--- config.mk ---
export PLATFORM = sky130hd
export DESIGN_NAME = rom_loader
export DESIGN_NICKNAME = d
export VERILOG_FILES = /design/src/rtl/rom_loader_pkg.sv /design/src/rtl/rom_loader_packer.sv /design/src/rtl/rom_loader.sv
export SDC_FILE = /design/constraint.sdc
export NUM_CORES = 1
export LEC_CHECK = 0
export ABC_AREA = 1
export BUFFER_PORTS_ARGS = -buffer_cell sky130_fd_sc_hd__buf_4
export CORE_MARGIN = 1.5
export CORE_UTILIZATION = 50
export DETAILED_ROUTE_END_ITERATION = 16
export PLACE_DENSITY = 0.84
export SYNTH_ARGS = -nofsm -noshare
export SYNTH_HDL_FRONTEND = slang
export SYNTH_SLANG_ARGS = --single-unit
--- constraint.sdc ---
create_clock -name CLK -period 2.8 [get_ports CLK]
set_clock_uncertainty 0.2 [all_clocks]
set_input_delay 0.14 -clock CLK [delete_from_list [all_inputs] [get_ports CLK]]
set_output_delay 0.14 -clock CLK [all_outputs]
set_load 0.005 [all_outputs]
--- src/rtl/rom_loader_pkg.sv ---
// Shared types and constants for the boot-time ROM loader.
// The optional checksum byte is enabled by defining LOADER_CHECKSUM_EN.
package rom_loader_pkg;

    localparam int BYTES_PER_WORD = 4;

    typedef enum logic [2:0] {
        ST_IDLE    = 3'd0,
        ST_HEADER  = 3'd1,
        ST_PAYLOAD = 3'd2,
        ST_WRITE   = 3'd3,
        ST_CHECK   = 3'd4,
        ST_DONE    = 3'd5,
        ST_ERROR   = 3'd6
    } state_t;

    // ROM depth in words for a given address parameter (address port is address_bits+1 wide)
    function automatic int unsigned capacity(input int unsigned address_bits);
        return 32'd1 << (address_bits + 32'd1);
    endfunction

endpackage

--- src/rtl/rom_loader_packer.sv ---
// Little-endian byte-to-word packer: first byte of a word ends up in bits [7:0].
module rom_loader_packer
    import rom_loader_pkg::*;
(
    input  logic        clk,
    input  logic        rst_n,
    input  logic        clr,
    input  logic        shift_en,
    input  logic [7:0]  byte_in,
    output logic [31:0] word,
    output logic        word_ready
);

    logic [1:0]  cnt_r;
    logic [31:0] word_r;

    // Shift register and byte counter; new bytes enter at the top so the oldest lands at the bottom
    always_ff @(posedge clk) begin
        if (!rst_n) begin
            cnt_r  <= 2'd0;
            word_r <= 32'd0;
        end else if (clr) begin
            cnt_r <= 2'd0;
        end else if (shift_en) begin
            word_r <= {byte_in, word_r[31:8]};
            cnt_r  <= cnt_r + 2'd1;
        end
    end

    assign word_ready = shift_en && (cnt_r == 2'(BYTES_PER_WORD - 1));
    assign word       = word_r;

endmodule

--- src/rtl/rom_loader.sv ---
// Byte-stream program loader in front of the instruction ROM.
// Define LOADER_CHECKSUM_EN to require a trailing XOR checksum byte.
module rom_loader
    import rom_loader_pkg::*;
#(
    parameter int ADDRESS_BITS = 4
) (
    input  logic                  CLK,
    input  logic                  RST,
    input  logic                  START,
    input  logic [7:0]            RX_DATA,
    input  logic                  RX_VALID,
    output logic                  RX_READY,
    output logic                  W_EN,
    output logic [31:0]           W_INSTRUCTION,
    output logic [ADDRESS_BITS:0] ADDRESS,
    output logic                  R_EN,
    output logic                  BUSY,
    output logic                  DONE,
    output logic                  ERROR
);

    localparam int          AW  = ADDRESS_BITS + 1;
    localparam logic [31:0] CAP = 32'(capacity(ADDRESS_BITS));

    state_t          state_r, state_s;
    logic [AW-1:0]   idx_r;
    logic [AW:0]     n_r;
    logic            rx_ready_r, w_en_r, r_en_r, busy_r, done_r, error_r;
    logic            accept_s, hdr_bad_s, last_s, word_ready_s;
    logic [31:0]     word_s;
`ifdef LOADER_CHECKSUM_EN
    logic [7:0]      csum_r;
`endif

    assign accept_s  = RX_VALID && rx_ready_r;
    assign hdr_bad_s = (RX_DATA == 8'd0) || ({24'd0, RX_DATA} > CAP);
    assign last_s    = ({1'b0, idx_r} == (n_r - {{AW{1'b0}}, 1'b1}));

    rom_loader_packer u_packer (
        .clk        (CLK),
        .rst_n      (RST),
        .clr        ((state_r == ST_HEADER) && accept_s),
        .shift_en   ((state_r == ST_PAYLOAD) && accept_s),
        .byte_in    (RX_DATA),
        .word       (word_s),
        .word_ready (word_ready_s)
    );

    // State register
    always_ff @(posedge CLK) begin
        if (!RST) begin
            state_r <= ST_IDLE;
        end else begin
            state_r <= state_s;
        end
    end

    // Next-state logic
    always_comb begin
        state_s = state_r;
        case (state_r)
            ST_IDLE: begin
                if (START) state_s = ST_HEADER;
                else       state_s = ST_IDLE;
            end
            ST_HEADER: begin
                if (accept_s) state_s = hdr_bad_s ? ST_ERROR : ST_PAYLOAD;
                else          state_s = ST_HEADER;
            end
            ST_PAYLOAD: begin
                if (word_ready_s) state_s = ST_WRITE;
                else              state_s = ST_PAYLOAD;
            end
            ST_WRITE: begin
                if (!last_s) begin
                    state_s = ST_PAYLOAD;
                end else begin
`ifdef LOADER_CHECKSUM_EN
                    state_s = ST_CHECK;
`else
                    state_s = ST_DONE;
`endif
                end
            end
`ifdef LOADER_CHECKSUM_EN
            ST_CHECK: begin
                if (accept_s) state_s = (RX_DATA == csum_r) ? ST_DONE : ST_ERROR;
                else          state_s = ST_CHECK;
            end
`endif
            ST_DONE, ST_ERROR: begin
                if (START) state_s = ST_HEADER;
                else       state_s = state_r;
            end
            default: state_s = ST_IDLE;
        endcase
    end

    // Word count, write index and checksum accumulator
    always_ff @(posedge CLK) begin
        if (!RST) begin
            idx_r  <= {AW{1'b0}};
            n_r    <= {(AW + 1){1'b0}};
`ifdef LOADER_CHECKSUM_EN
            csum_r <= 8'd0;
`endif
        end else begin
            case (state_r)
                ST_IDLE, ST_DONE, ST_ERROR: begin
                    if (START) idx_r <= {AW{1'b0}};
                end
                ST_HEADER: begin
                    if (accept_s && !hdr_bad_s) begin
                        n_r   <= RX_DATA[AW:0];
                        idx_r <= {AW{1'b0}};
`ifdef LOADER_CHECKSUM_EN
                        csum_r <= RX_DATA;
`endif
                    end
                end
                ST_PAYLOAD: begin
`ifdef LOADER_CHECKSUM_EN
                    if (accept_s) csum_r <= csum_r ^ RX_DATA;
`endif
                end
                // The index stays on the last word so DONE/CHECK keep pointing at written data
                ST_WRITE: begin
                    if (!last_s) idx_r <= idx_r + {{(AW - 1){1'b0}}, 1'b1};
                end
                default: ;
            endcase
        end
    end

    // Control outputs registered from the upcoming state so they align with it
    always_ff @(posedge CLK) begin
        if (!RST) begin
            rx_ready_r <= 1'b0;
            w_en_r     <= 1'b0;
            r_en_r     <= 1'b0;
            busy_r     <= 1'b0;
            done_r     <= 1'b0;
            error_r    <= 1'b0;
        end else begin
            rx_ready_r <= (state_s == ST_HEADER) || (state_s == ST_PAYLOAD) || (state_s == ST_CHECK);
            w_en_r     <= (state_s == ST_WRITE) || (state_s == ST_CHECK);
            r_en_r     <= (state_s == ST_DONE);
            busy_r     <= (state_s == ST_HEADER) || (state_s == ST_PAYLOAD) ||
                          (state_s == ST_WRITE)  || (state_s == ST_CHECK);
            done_r     <= (state_s == ST_DONE);
            error_r    <= (state_s == ST_ERROR);
        end
    end

    assign RX_READY      = rx_ready_r;
    assign W_EN          = w_en_r;
    assign R_EN          = r_en_r;
    assign BUSY          = busy_r;
    assign DONE          = done_r;
    assign ERROR         = error_r;
    assign ADDRESS       = idx_r;
    assign W_INSTRUCTION = word_s;

endmodule

==> metrics.cfg <==
[synthesis]
syn_inst = 324
synth.ff_latch_count = 53
yosysSeqAreaShare = 0.449
synth_edf_count = 0
yosys.area.top_type = dfxtp_1
ys_warn_count = 0
syn_avg_cell_area_sq_um = 7.29
synth_top_area_frac = 0.449
synthTopCellsByArea = dfxtp_1 45%, nor2_1 12%, o21ai_0 8.3%
synth_nets = 339
yosysMostFrequentCell = nor2_1
synth_area_sq_um = 2360
ys_types = 31
synth-async-reset-ratio = 0
synth_ff_type = dfxtp_1
synthTopCellsByCount = 75 x nor2_1, 53 x dfxtp_1, 44 x nand2_1, 39 x o21ai_0

[routing]
vias = 2252
route.met2.wl_mm = 2.61
wl_met1_mm = 2.35
totalWireLength_mm = 5.33
drc = 1
first_pass_iters = 13
avgViaCountPerCell = 5.18
drt_iter0_markers = 132
top_layer = met4
post_drt_wl_per_cell_microns = 12.2
wl_met3_microns = 307
ant_nets = 0

[power]
powerDensity_nw_per_um2 = 484
leakagePower_nw = 1.33
power.total_w = 0.00143
peakVddDrop_uv = 293

[cts]
ctsResizeCount = 0
cts_tree = yes
cts_made_buffers = 5
htree_num_levels = 2
cts_root_buf = clkbuf_8
clock_sinks = 53
cts-hold-fix-buffers = 8
postCtsSetupBuffers = 0
clkLatencyLatePin_ps = 310
clk_pin_slew_ps = 100
clock_path_buffers = 2

[cells_and_area]
area_growth_syn_to_layout_pct = 25.3
multiInputGateArea_sq_um = 1130
final_util = 0.666
nNetsFinal = 397
fillers = 385
fin_area_sq_um = 2960
drive_above_1_share = 0.243
seq_area_sq_um = 1060
n_antenna_cell = 0

[run]
max_cap_viol_count = 0

[sta]
max_slew.worst_pin.slew_ps = 545
rsz0062_at_grt = false
drv_slew = 0
finalCriticalPeriod_ps = 2140
setup_slack_ps = 662
fmax_mhz = 468
setup_tns_ps = 0
finalHoldViolations = 0
fin_crit_sh = 0.763
setup_violations = 0
maxSlewHeadroom = 0.636

[place]
portBuffers = 54
place_ws_ps = 823
place_congestion = 0.838
dp_hpwl_mm = 3.72
place_area_sq_um = 2790

[die]
die_h_microns = 71.7
floorplan.initialDensity = 0.531
core_sq_um = 4440
ioPinCount = 55
fp.dieW_microns = 71.7
dieArea_sq_um = 5140
core.rowCount = 24

[outcome]
violations = design-rule violations
status = finished with violations

[grt]
grt_first_pass_wirelength_mm = 8.68
grt_start_max_net_pins = 44
grt_remaining_overflow = 0
grt_pass1_vias = 2055
grt_usage = 0.208
antenna_found_initial = 0

[worst_setup_path]
critPathKind = in -> reg
rrSetupSlack_ps = 790
critPathArrivalTime_ps = 2140
crit_required_ps = 2800
start_kind = input pin
cp_max_fo = 14
worst_setup_path_end_kind = register

[hold_path]
min_path_type = in -> reg

[path summary, 6_finish.rpt]
kind	start	end	cells after the start
min reg2reg	u_packer.cnt_r[1]	u_packer.cnt_r[1]	2
max	RX_DATA[2]	ADDRESS[3]	10
max reg2reg	n_r[0]	BUSY	13
min	RST	n_r[0]	3
[stage by stage]
| step | cells | hold slack, ps |
|---|---|---|
| floorplan | 324 | 74.7 |
| global placement | 419 | 220 |
| detailed placement | 419 | 222 |
| CTS | 435 | 43.9 |
| global route | 435 | 68.2 |
| finish | 435 | 51.8 |
[metal layers]
metal  GRT usage  vias to the layer above
met2       0.371                       76
met3      0.0492                        7
met5           0                        -
met1       0.249                     1017
li1            -                     1152
met4      0.0566                        0
[critical path, stage by stage]
cell           delay, ps
dlygate4sd3_1        560
buf_4                150
nor2_1               130
nand3_1               90
a21oi_1              200
nand3_2              290
a21boi_4             300
nand2_2              120
nand2_1               90
a21oi_1               70
[cells in the final DEF (no fill, tap or decap), drive strengths merged, types with 3 or more instances in the layout]
cell type     n
nor2         81
buf          55
dfxtp        53
nand2        49
o21ai        41
inv          32
nand3        22
a21oi        16
dlygate4sd3   8
clkbuf        5
xor2          3
ha            3
nand4         3
[power breakdown]
part / switching [W] / internal, W / total [W] / leakage (nW)
clock network: 0.000272 / 0.000181 / 0.000453 / 0.0447
logic: 0.000105 / 0.0000839 / 0.000189 / 0.859
registers: 0.0000166 / 0.000772 / 0.000789 / 0.428
total: 0.000393 / 0.00104 / 0.00143 / 1.33
[cell families after synthesis]
family / after synthesis / synth area share
compound gates: 61 / 0.143
xor+xnor: 4 / 0.0148
fa+ha+maj: 3 / 0.0159
buf+inv: 43 / 0.0721
flops: 53 / 0.449
simple gates: 160 / 0.305
[flip-flops by register name (all words and copies together), names as in the netlist]
name,flops
state_r,3
ERROR,1
u_packer.word,32
u_packer.cnt_r,2
ADDRESS,5
RX_READY,1
BUSY,1
DONE,1
W_EN,1
n_r,6
[final cells by class]
cell class,instances,share of cell area
Clock buffer,5,0.0233
Clock inverter,3,0.00846
Inverter,31,0.0393
Multi-Input combinational cell,228,0.382
Sequential cell,53,0.359
Tap cell,52,0.0220
Timing Repair Buffer,63,0.167
No activity file was read; power rests on OpenSTA's default activity.
